`src/rtl/alu_pipe_unit.sv`:
```
// -----------------------------------------------------------------------------
// alu_pipe_unit
//
// Pipelined integer ALU execution unit for the out-of-order core. Tagged ops
// from the reservation station are evaluated at dispatch. The result then
// travels with its tag through LATENCY stage registers into a circular output
// queue. The queue head is offered to the CDB arbiter under valid/ack.
//
// A credit counter covers in-flight and queued ops. It is bounded by
// OUT_DEPTH, so the output queue can never overflow. A flush or reset drops
// every in-flight and queued op.
//
// Build option:
//   ALU_SHIFT_EN  defined   -> opcodes 2/3/7 perform SLL/SRL/SRA.
//                 undefined -> no barrel shifter; opcodes 2/3/7 produce 0.
//
// Ports:
//   clk, rst          clock, synchronous active-high reset
//   flush             discard all in-flight and queued ops
//   dispatch_valid    op offered by the reservation station
//   dispatch_op       4-bit opcode
//   dispatch_val1/2   operands A/B (DATA_WIDTH)
//   dispatch_tag      destination tag (TAG_WIDTH)
//   dispatch_ack      op accepted this cycle (combinational, depends on result_ack)
//   result_valid      output queue head valid
//   result_tag/data   output queue head contents (zero when not valid)
//   result_ack        CDB consumed the head this cycle
//   busy              any op in flight or queued
// -----------------------------------------------------------------------------
module alu_pipe_unit #(
    parameter int DATA_WIDTH = 32,
    parameter int TAG_WIDTH  = 6,
    parameter int LATENCY    = 1,
    parameter int OUT_DEPTH  = 2
) (
    input  logic                  clk,
    input  logic                  rst,
    input  logic                  flush,
    input  logic                  dispatch_valid,
    input  logic [3:0]            dispatch_op,
    input  logic [DATA_WIDTH-1:0] dispatch_val1,
    input  logic [DATA_WIDTH-1:0] dispatch_val2,
    input  logic [TAG_WIDTH-1:0]  dispatch_tag,
    output logic                  dispatch_ack,
    output logic                  result_valid,
    output logic [TAG_WIDTH-1:0]  result_tag,
    output logic [DATA_WIDTH-1:0] result_data,
    input  logic                  result_ack,
    output logic                  busy
);

    localparam int SH_W  = (DATA_WIDTH > 1) ? $clog2(DATA_WIDTH) : 1;
    localparam int PTR_W = (OUT_DEPTH > 1) ? $clog2(OUT_DEPTH) : 1;
    localparam int CNT_W = $clog2(OUT_DEPTH + 1);

    typedef enum logic [3:0] {
        OP_ADD  = 4'd0,
        OP_SUB  = 4'd1,
        OP_SLL  = 4'd2,
        OP_SRL  = 4'd3,
        OP_AND  = 4'd4,
        OP_OR   = 4'd5,
        OP_XOR  = 4'd6,
        OP_SRA  = 4'd7,
        OP_SLT  = 4'd8,
        OP_SLTU = 4'd9
    } alu_op_e;

    // Combinational ALU evaluated at dispatch.
    function automatic logic [DATA_WIDTH-1:0] alu_compute(
        input logic [3:0]            op,
        input logic [DATA_WIDTH-1:0] a,
        input logic [DATA_WIDTH-1:0] b
    );
        logic signed [DATA_WIDTH-1:0] sa;
        logic signed [DATA_WIDTH-1:0] sb;
        logic        [DATA_WIDTH-1:0] res;
`ifdef ALU_SHIFT_EN
        logic        [SH_W-1:0]       shamt;
        shamt = b[SH_W-1:0];  // upper shift-amount bits are ignored
`endif
        sa  = a;
        sb  = b;
        res = '0;
        case (op)
            OP_ADD:  res = a + b;
            OP_SUB:  res = a - b;
            OP_AND:  res = a & b;
            OP_OR:   res = a | b;
            OP_XOR:  res = a ^ b;
            OP_SLT:  res = DATA_WIDTH'(sa < sb);
            OP_SLTU: res = DATA_WIDTH'(a < b);
`ifdef ALU_SHIFT_EN
            OP_SLL:  res = a << shamt;
            OP_SRL:  res = a >> shamt;
            OP_SRA:  res = sa >>> shamt;
`endif
            default: res = '0;
        endcase
        return res;
    endfunction

    function automatic logic [PTR_W-1:0] ptr_next(input logic [PTR_W-1:0] p);
        // Explicit wrap so OUT_DEPTH need not be a power of two.
        return (p == PTR_W'(OUT_DEPTH - 1)) ? '0 : p + PTR_W'(1);
    endfunction

    // Pipeline stage registers
    logic                  stg_vld_q  [LATENCY];
    logic                  stg_vld_d  [LATENCY];
    logic [TAG_WIDTH-1:0]  stg_tag_q  [LATENCY];
    logic [TAG_WIDTH-1:0]  stg_tag_d  [LATENCY];
    logic [DATA_WIDTH-1:0] stg_data_q [LATENCY];
    logic [DATA_WIDTH-1:0] stg_data_d [LATENCY];

    // Output queue storage and control
    logic [TAG_WIDTH-1:0]  q_tag_mem  [OUT_DEPTH];
    logic [DATA_WIDTH-1:0] q_data_mem [OUT_DEPTH];
    logic [PTR_W-1:0]      wr_ptr_q, wr_ptr_d;
    logic [PTR_W-1:0]      rd_ptr_q, rd_ptr_d;
    logic [CNT_W-1:0]      q_cnt_q,  q_cnt_d;
    logic [CNT_W-1:0]      count_q,  count_d;

    logic accept;
    logic push;
    logic pop;
    logic q_full;

    // Handshake
    always_comb begin
        result_valid = !rst && (q_cnt_q != '0);
        result_tag   = result_valid ? q_tag_mem[rd_ptr_q]  : '0;
        result_data  = result_valid ? q_data_mem[rd_ptr_q] : '0;
        busy         = !rst && (count_q != '0);
        // An ack during flush is ignored, so it frees no credit.
        pop          = result_valid && result_ack && !flush;
        dispatch_ack = dispatch_valid && !flush && !rst &&
                       ((count_q < CNT_W'(OUT_DEPTH)) || (result_valid && result_ack));
        accept       = dispatch_ack;
        push         = stg_vld_q[LATENCY-1] && !flush;
        q_full       = (q_cnt_q == CNT_W'(OUT_DEPTH));
    end

    // Stage 0 captures the dispatched op; later stages shift forward
    always_comb begin
        stg_vld_d[0]  = accept;
        stg_tag_d[0]  = dispatch_tag;
        stg_data_d[0] = alu_compute(dispatch_op, dispatch_val1, dispatch_val2);
        for (int i = 1; i < LATENCY; i++) begin
            stg_vld_d[i]  = stg_vld_q[i-1] && !flush;
            stg_tag_d[i]  = stg_tag_q[i-1];
            stg_data_d[i] = stg_data_q[i-1];
        end
    end

    // Queue pointers and credit counter
    always_comb begin
        wr_ptr_d = wr_ptr_q;
        rd_ptr_d = rd_ptr_q;
        q_cnt_d  = q_cnt_q;
        count_d  = count_q;
        if (flush) begin
            wr_ptr_d = '0;
            rd_ptr_d = '0;
            q_cnt_d  = '0;
            count_d  = '0;
        end else begin
            if (push) wr_ptr_d = ptr_next(wr_ptr_q);
            if (pop)  rd_ptr_d = ptr_next(rd_ptr_q);
            q_cnt_d = q_cnt_q + CNT_W'(push) - CNT_W'(pop);
            count_d = count_q + CNT_W'(accept) - CNT_W'(pop);
        end
    end

    // Control state: reset applies here only
    always_ff @(posedge clk) begin
        if (rst) begin
            for (int i = 0; i < LATENCY; i++) stg_vld_q[i] <= 1'b0;
            wr_ptr_q <= '0;
            rd_ptr_q <= '0;
            q_cnt_q  <= '0;
            count_q  <= '0;
        end else begin
            for (int i = 0; i < LATENCY; i++) stg_vld_q[i] <= stg_vld_d[i];
            wr_ptr_q <= wr_ptr_d;
            rd_ptr_q <= rd_ptr_d;
            q_cnt_q  <= q_cnt_d;
            count_q  <= count_d;
        end
    end

    // Data path: payload is qualified by the valids above, so no reset needed
    always_ff @(posedge clk) begin
        for (int i = 0; i < LATENCY; i++) begin
            stg_tag_q[i]  <= stg_tag_d[i];
            stg_data_q[i] <= stg_data_d[i];
        end
        if (push) begin
            q_tag_mem[wr_ptr_q]  <= stg_tag_q[LATENCY-1];
            q_data_mem[wr_ptr_q] <= stg_data_q[LATENCY-1];
        end
    end

    // The credit limit makes a write into a full queue impossible.
    a_no_overflow: assert property (@(posedge clk) disable iff (rst)
        !(push && !pop && q_full));

endmodule

```
`config.mk`:
```
export PLATFORM = sky130hd
export DESIGN_NAME = alu_pipe_unit
export DESIGN_NICKNAME = d
export VERILOG_FILES = /design/src/rtl/alu_pipe_unit.sv
export SDC_FILE = /design/constraint.sdc
export NUM_CORES = 1
export LEC_CHECK = 0
export CELL_PAD_IN_SITES_DETAIL_PLACEMENT = 2
export CELL_PAD_IN_SITES_GLOBAL_PLACEMENT = 2
export CORE_MARGIN = 2
export CORE_UTILIZATION = 30
export DETAILED_ROUTE_END_ITERATION = 10
export PLACE_DENSITY_LB_ADDON = 0.12
export SETUP_SLACK_MARGIN = 0.3
export SKIP_LAST_GASP = 1
export SLEW_MARGIN = 40
export SYNTH_ARGS = -nofsm -noshare
export SYNTH_HDL_FRONTEND = slang
export SYNTH_SLANG_ARGS = --single-unit
```
`constraint.sdc`:
```
create_clock -name clk -period 7.72 [get_ports clk]
set_clock_uncertainty 0.2 [all_clocks]
set_input_delay 1.93 -clock clk [delete_from_list [all_inputs] [get_ports clk]]
set_output_delay 1.93 -clock clk [all_outputs]
set_load 0.05 [all_outputs]
```
==> impl_metrics.py, run 1 <==
metrics = {
    "placed_design": {
        "io_buffers": 119,
        "place_congestion": 0.825,
        "place_area_um2": 10600,
        "place_hpwl_mm": 23.0,
        "dpl_worst_slack_ns": 1.06,
    },
    "global_route": {
        "grt_pass1_wl_mm": 47.4,
        "grt_pass1_vias": 8284,
        "overflow": 0,
        "grt_max_degree": 50,
        "antenna_found_initial": 2,
        "track_usage_pct": 19.4,
    },
    "clock_tree": {
        "cts_resized": 0,
        "cts.clk_slew.worst_paths_ns": 0.05,
        "hold_buffers": 0,
        "cts-root-buf": "clkbuf_16",
        "insertion_delay_ns": 0.44,
        "cts_made_buffers": 25,
        "cts_setup_buffers": 0,
        "clockBufferDepth": 3,
        "cts_sinks": 122,
        "ctsHtreeMaxLevel": 4,
        "cts_tree": "yes",
    },
    "worst_setup_path": {
        "criticalPathCategory": "in -> out",
        "r2r_start": "q_cnt_q[1]$_SDFF_PP0_",
        "r2r_slack_ns": 5.05,
        "crit_required_ns": 5.59,
        "cp-start-kind": "primary input",
        "arrival_ns": 4.48,
        "cp-startpoint": "rst",
        "end_kind": "primary output",
        "cp_max_fo": 39,
    },
    "synth": {
        "synth-edff-count": 76,
        "synth_cells": 1002,
        "syn_nets": 1192,
        "ys_top_cells_by_area": "edfxtp_1 25%, ha_1 15%, dfxtp_1 10%",
        "syn_avg_cell_area_um2": 9.04,
        "yosysMostFrequentCell": "nor2_1",
        "synth_top_area_share_pct": 25.2,
        "synthAdderAreaFrac_pct": 15.5,
        "ys.flop_type": "edfxtp_1",
        "synth_compound_area_share_pct": 22.7,
        "ys_warn_count": 0,
        "synth_top_area_cell": "edfxtp_1",
        "synthMuxAreaShare_pct": 4.31,
        "async_flop_share_pct": 0,
        "synthSimpleGateAreaFrac_pct": 13.1,
        "synth_seq_cells": 122,
        "ys_top_cells_by_count": "123 x nor2_1, 109 x ha_1, 107 x inv_1",
        "synth_xor_area_share_pct": 1.84,
        "ys_types": 80,
        "yosysSeqAreaShare_pct": 35.4,
        "synth_top_family_by_area": "compound AO/OA/AOI/OAI gates",
        "syn_area_um2": 9060,
    },
    "detailed_routing": {
        "dr_wl_met3_um": 990,
        "route.met2.wl_mm": 14.5,
        "vias": 7816,
        "totalWireLength_mm": 30.2,
        "wl_per_cell_um": 20.1,
        "first_pass_iters": 4,
        "drc_errors": 0,
        "antenna_left": 0,
        "vias_per_cell": 5.21,
        "drt_iter0_drc": 358,
        "met1_length_mm": 14.3,
        "top_layer": "met4",
    },
    "timing": {
        "final_max_slew_viol_count": 0,
        "rsz0062_at_grt": "false",
        "finalSetupTns_ns": 0,
        "setup_ws_ns": 1.11,
        "layout_min_cycle_time_ns": 6.61,
        "setup_violations": 0,
        "slew_headroom_pct": 47.5,
        "period_share_pct": 85.6,
        "worst-slew-pin-transition_ns": 0.787,
        "fmax_ghz": 0.151,
        "finalHoldViolations": 0,
    },
    "final_layout": {
        "layout.nets": 1294,
        "postLayoutCellArea_um2": 11300,
        "synthToLayoutAreaGrowth_pct": 24.5,
        "multiInputGateArea_um2": 5260,
        "n_fill_cell": 3252,
        "drive_above_1_share_pct": 7.39,
        "final-seq-area_um2": 3200,
    },
    "power_and_ir_drop": {
        "powerDensity_nw_per_um2": 180,
        "p_leak_uw": 0.00449,
        "ir_drop_mv": 0.115,
    },
    "floorplan": {
        "core_um2": 29700,
        "die_w_um": 178,
        "dieArea_um2": 31600,
        "ioPinCount": 120,
        "die_y_um": 178,
        "start_util_pct": 30.5,
        "row_count": 63,
    },
    "flow_run": {
        "maxCapViolCount": 0,
    },
    "status": {
        "outcome": "complete, no violations",
    },
    "worst_hold_path": {
        "worstHoldStart": "stg_tag_q[0][5]$_DFF_P_",
        "hold_class": "reg -> reg",
    },
}
-- metrics by stage --
| step | power, uW | std cells | hold slack (ns) | utilization, % |
|---|---|---|---|---|
| after floorplan | 1010 | 1002 | 0.204 | - |
| after global placement | 1160 | 1467 | 0.205 | 35.6 |
| after detailed placement | 1160 | 1467 | 0.216 | 35.7 |
| after CTS | 2060 | 1500 | 0.225 | 37.9 |
| after global routing | 2130 | 1500 | 0.234 | 38.0 |
| final | 2030 | 1501 | 0.218 | 38.0 |
-- kinds of logic after synthesis --
| kind of cell | count (synthesis) |
|---|---|
| compound gates | 290 |
| mux | 39 |
| buf+inv | 161 |
| flops | 122 |
| simple gates | 260 |
| xor+xnor | 19 |
| fa+ha+maj | 111 |
-- state kept, by name, summed over array words and instances, names as in the netlist, named ones only --
name	flops
q_tag_mem	12
q_data_mem	64
rd_ptr_q	1
wr_ptr_q	1
stg_tag_q	6
stg_data_q	32
stg_vld_q	1
q_cnt_q	2
count_q	2
-- routing by layer --
metal | track usage, % | vias to the layer above
met2 | 33.4 | 147
met1 | 26.3 | 3876
met5 | 0 | -
met4 | 4.51 | 0
met3 | 1.71 | 35
li1 | - | 3758
-- critical path, stage by stage --
cell and delay (ns):
clkdlybuf4s50_1 0.56, or2_2 0.65, inv_1 0.16, nand2_1 0.13, a21oi_1 0.21, clkdlybuf4s50_1 0.83
-- where the power goes --
| part | internal, uW | total (uW) | switching [uW] |
|---|---|---|---|
| sequential | 720 | 730 | 10.3 |
| combinational | 160 | 423 | 263 |
| clock | 594 | 878 | 284 |
-- layout by cell type (no fill, tap or decap), types with 10 or more instances in the layout --
cell and count:
dfxtp_1 45, a21o_1 10, o21ai_0 45, a21oi_1 80, clkdlybuf4s50_1 118, xnor2_1 13
o21bai_1 16, edfxtp_1 76, nor3_1 24, o211ai_1 15, clkbuf_16 25, nand3_1 10
a211oi_1 10, ha_1 109, inv_1 107, nand2_1 46, nor2_1 121, mux2i_1 39
-- final cells by class --
class	instances	share of cell area, %
antenna	1	0.0222
clock buffer	30	5.89
clock inverter	3	0.111
inverter	110	3.66
multi-input combinational	719	46.6
sequential	122	28.4
tap	390	4.32
timing repair buffer	126	11.0
-- worst paths after layout --
kind / cells past startpoint / end
worst max register to register: 11 / q_cnt_q[1]$_SDFF_PP0_
worst min-delay path: 0 / q_tag_mem[1][5]$_DFFE_PP_
worst max-delay path: 6 / dispatch_ack
worst min register to register: 0 / q_tag_mem[1][5]$_DFFE_PP_
No activity file was read; power rests on OpenSTA's default activity.
==> inputs of run 2 (changes only) <==
--- a/config.mk
+++ b/config.mk
@@ -5,6 +5,7 @@
 export SDC_FILE = /design/constraint.sdc
 export NUM_CORES = 1
 export LEC_CHECK = 0
+export ABC_CLOCK_PERIOD_IN_PS = 7720
 export CELL_PAD_IN_SITES_DETAIL_PLACEMENT = 2
 export CELL_PAD_IN_SITES_GLOBAL_PLACEMENT = 2
 export CORE_MARGIN = 2
==> results of run 2 <==
Final layout, timing and power as in run 1 (identical DEF).
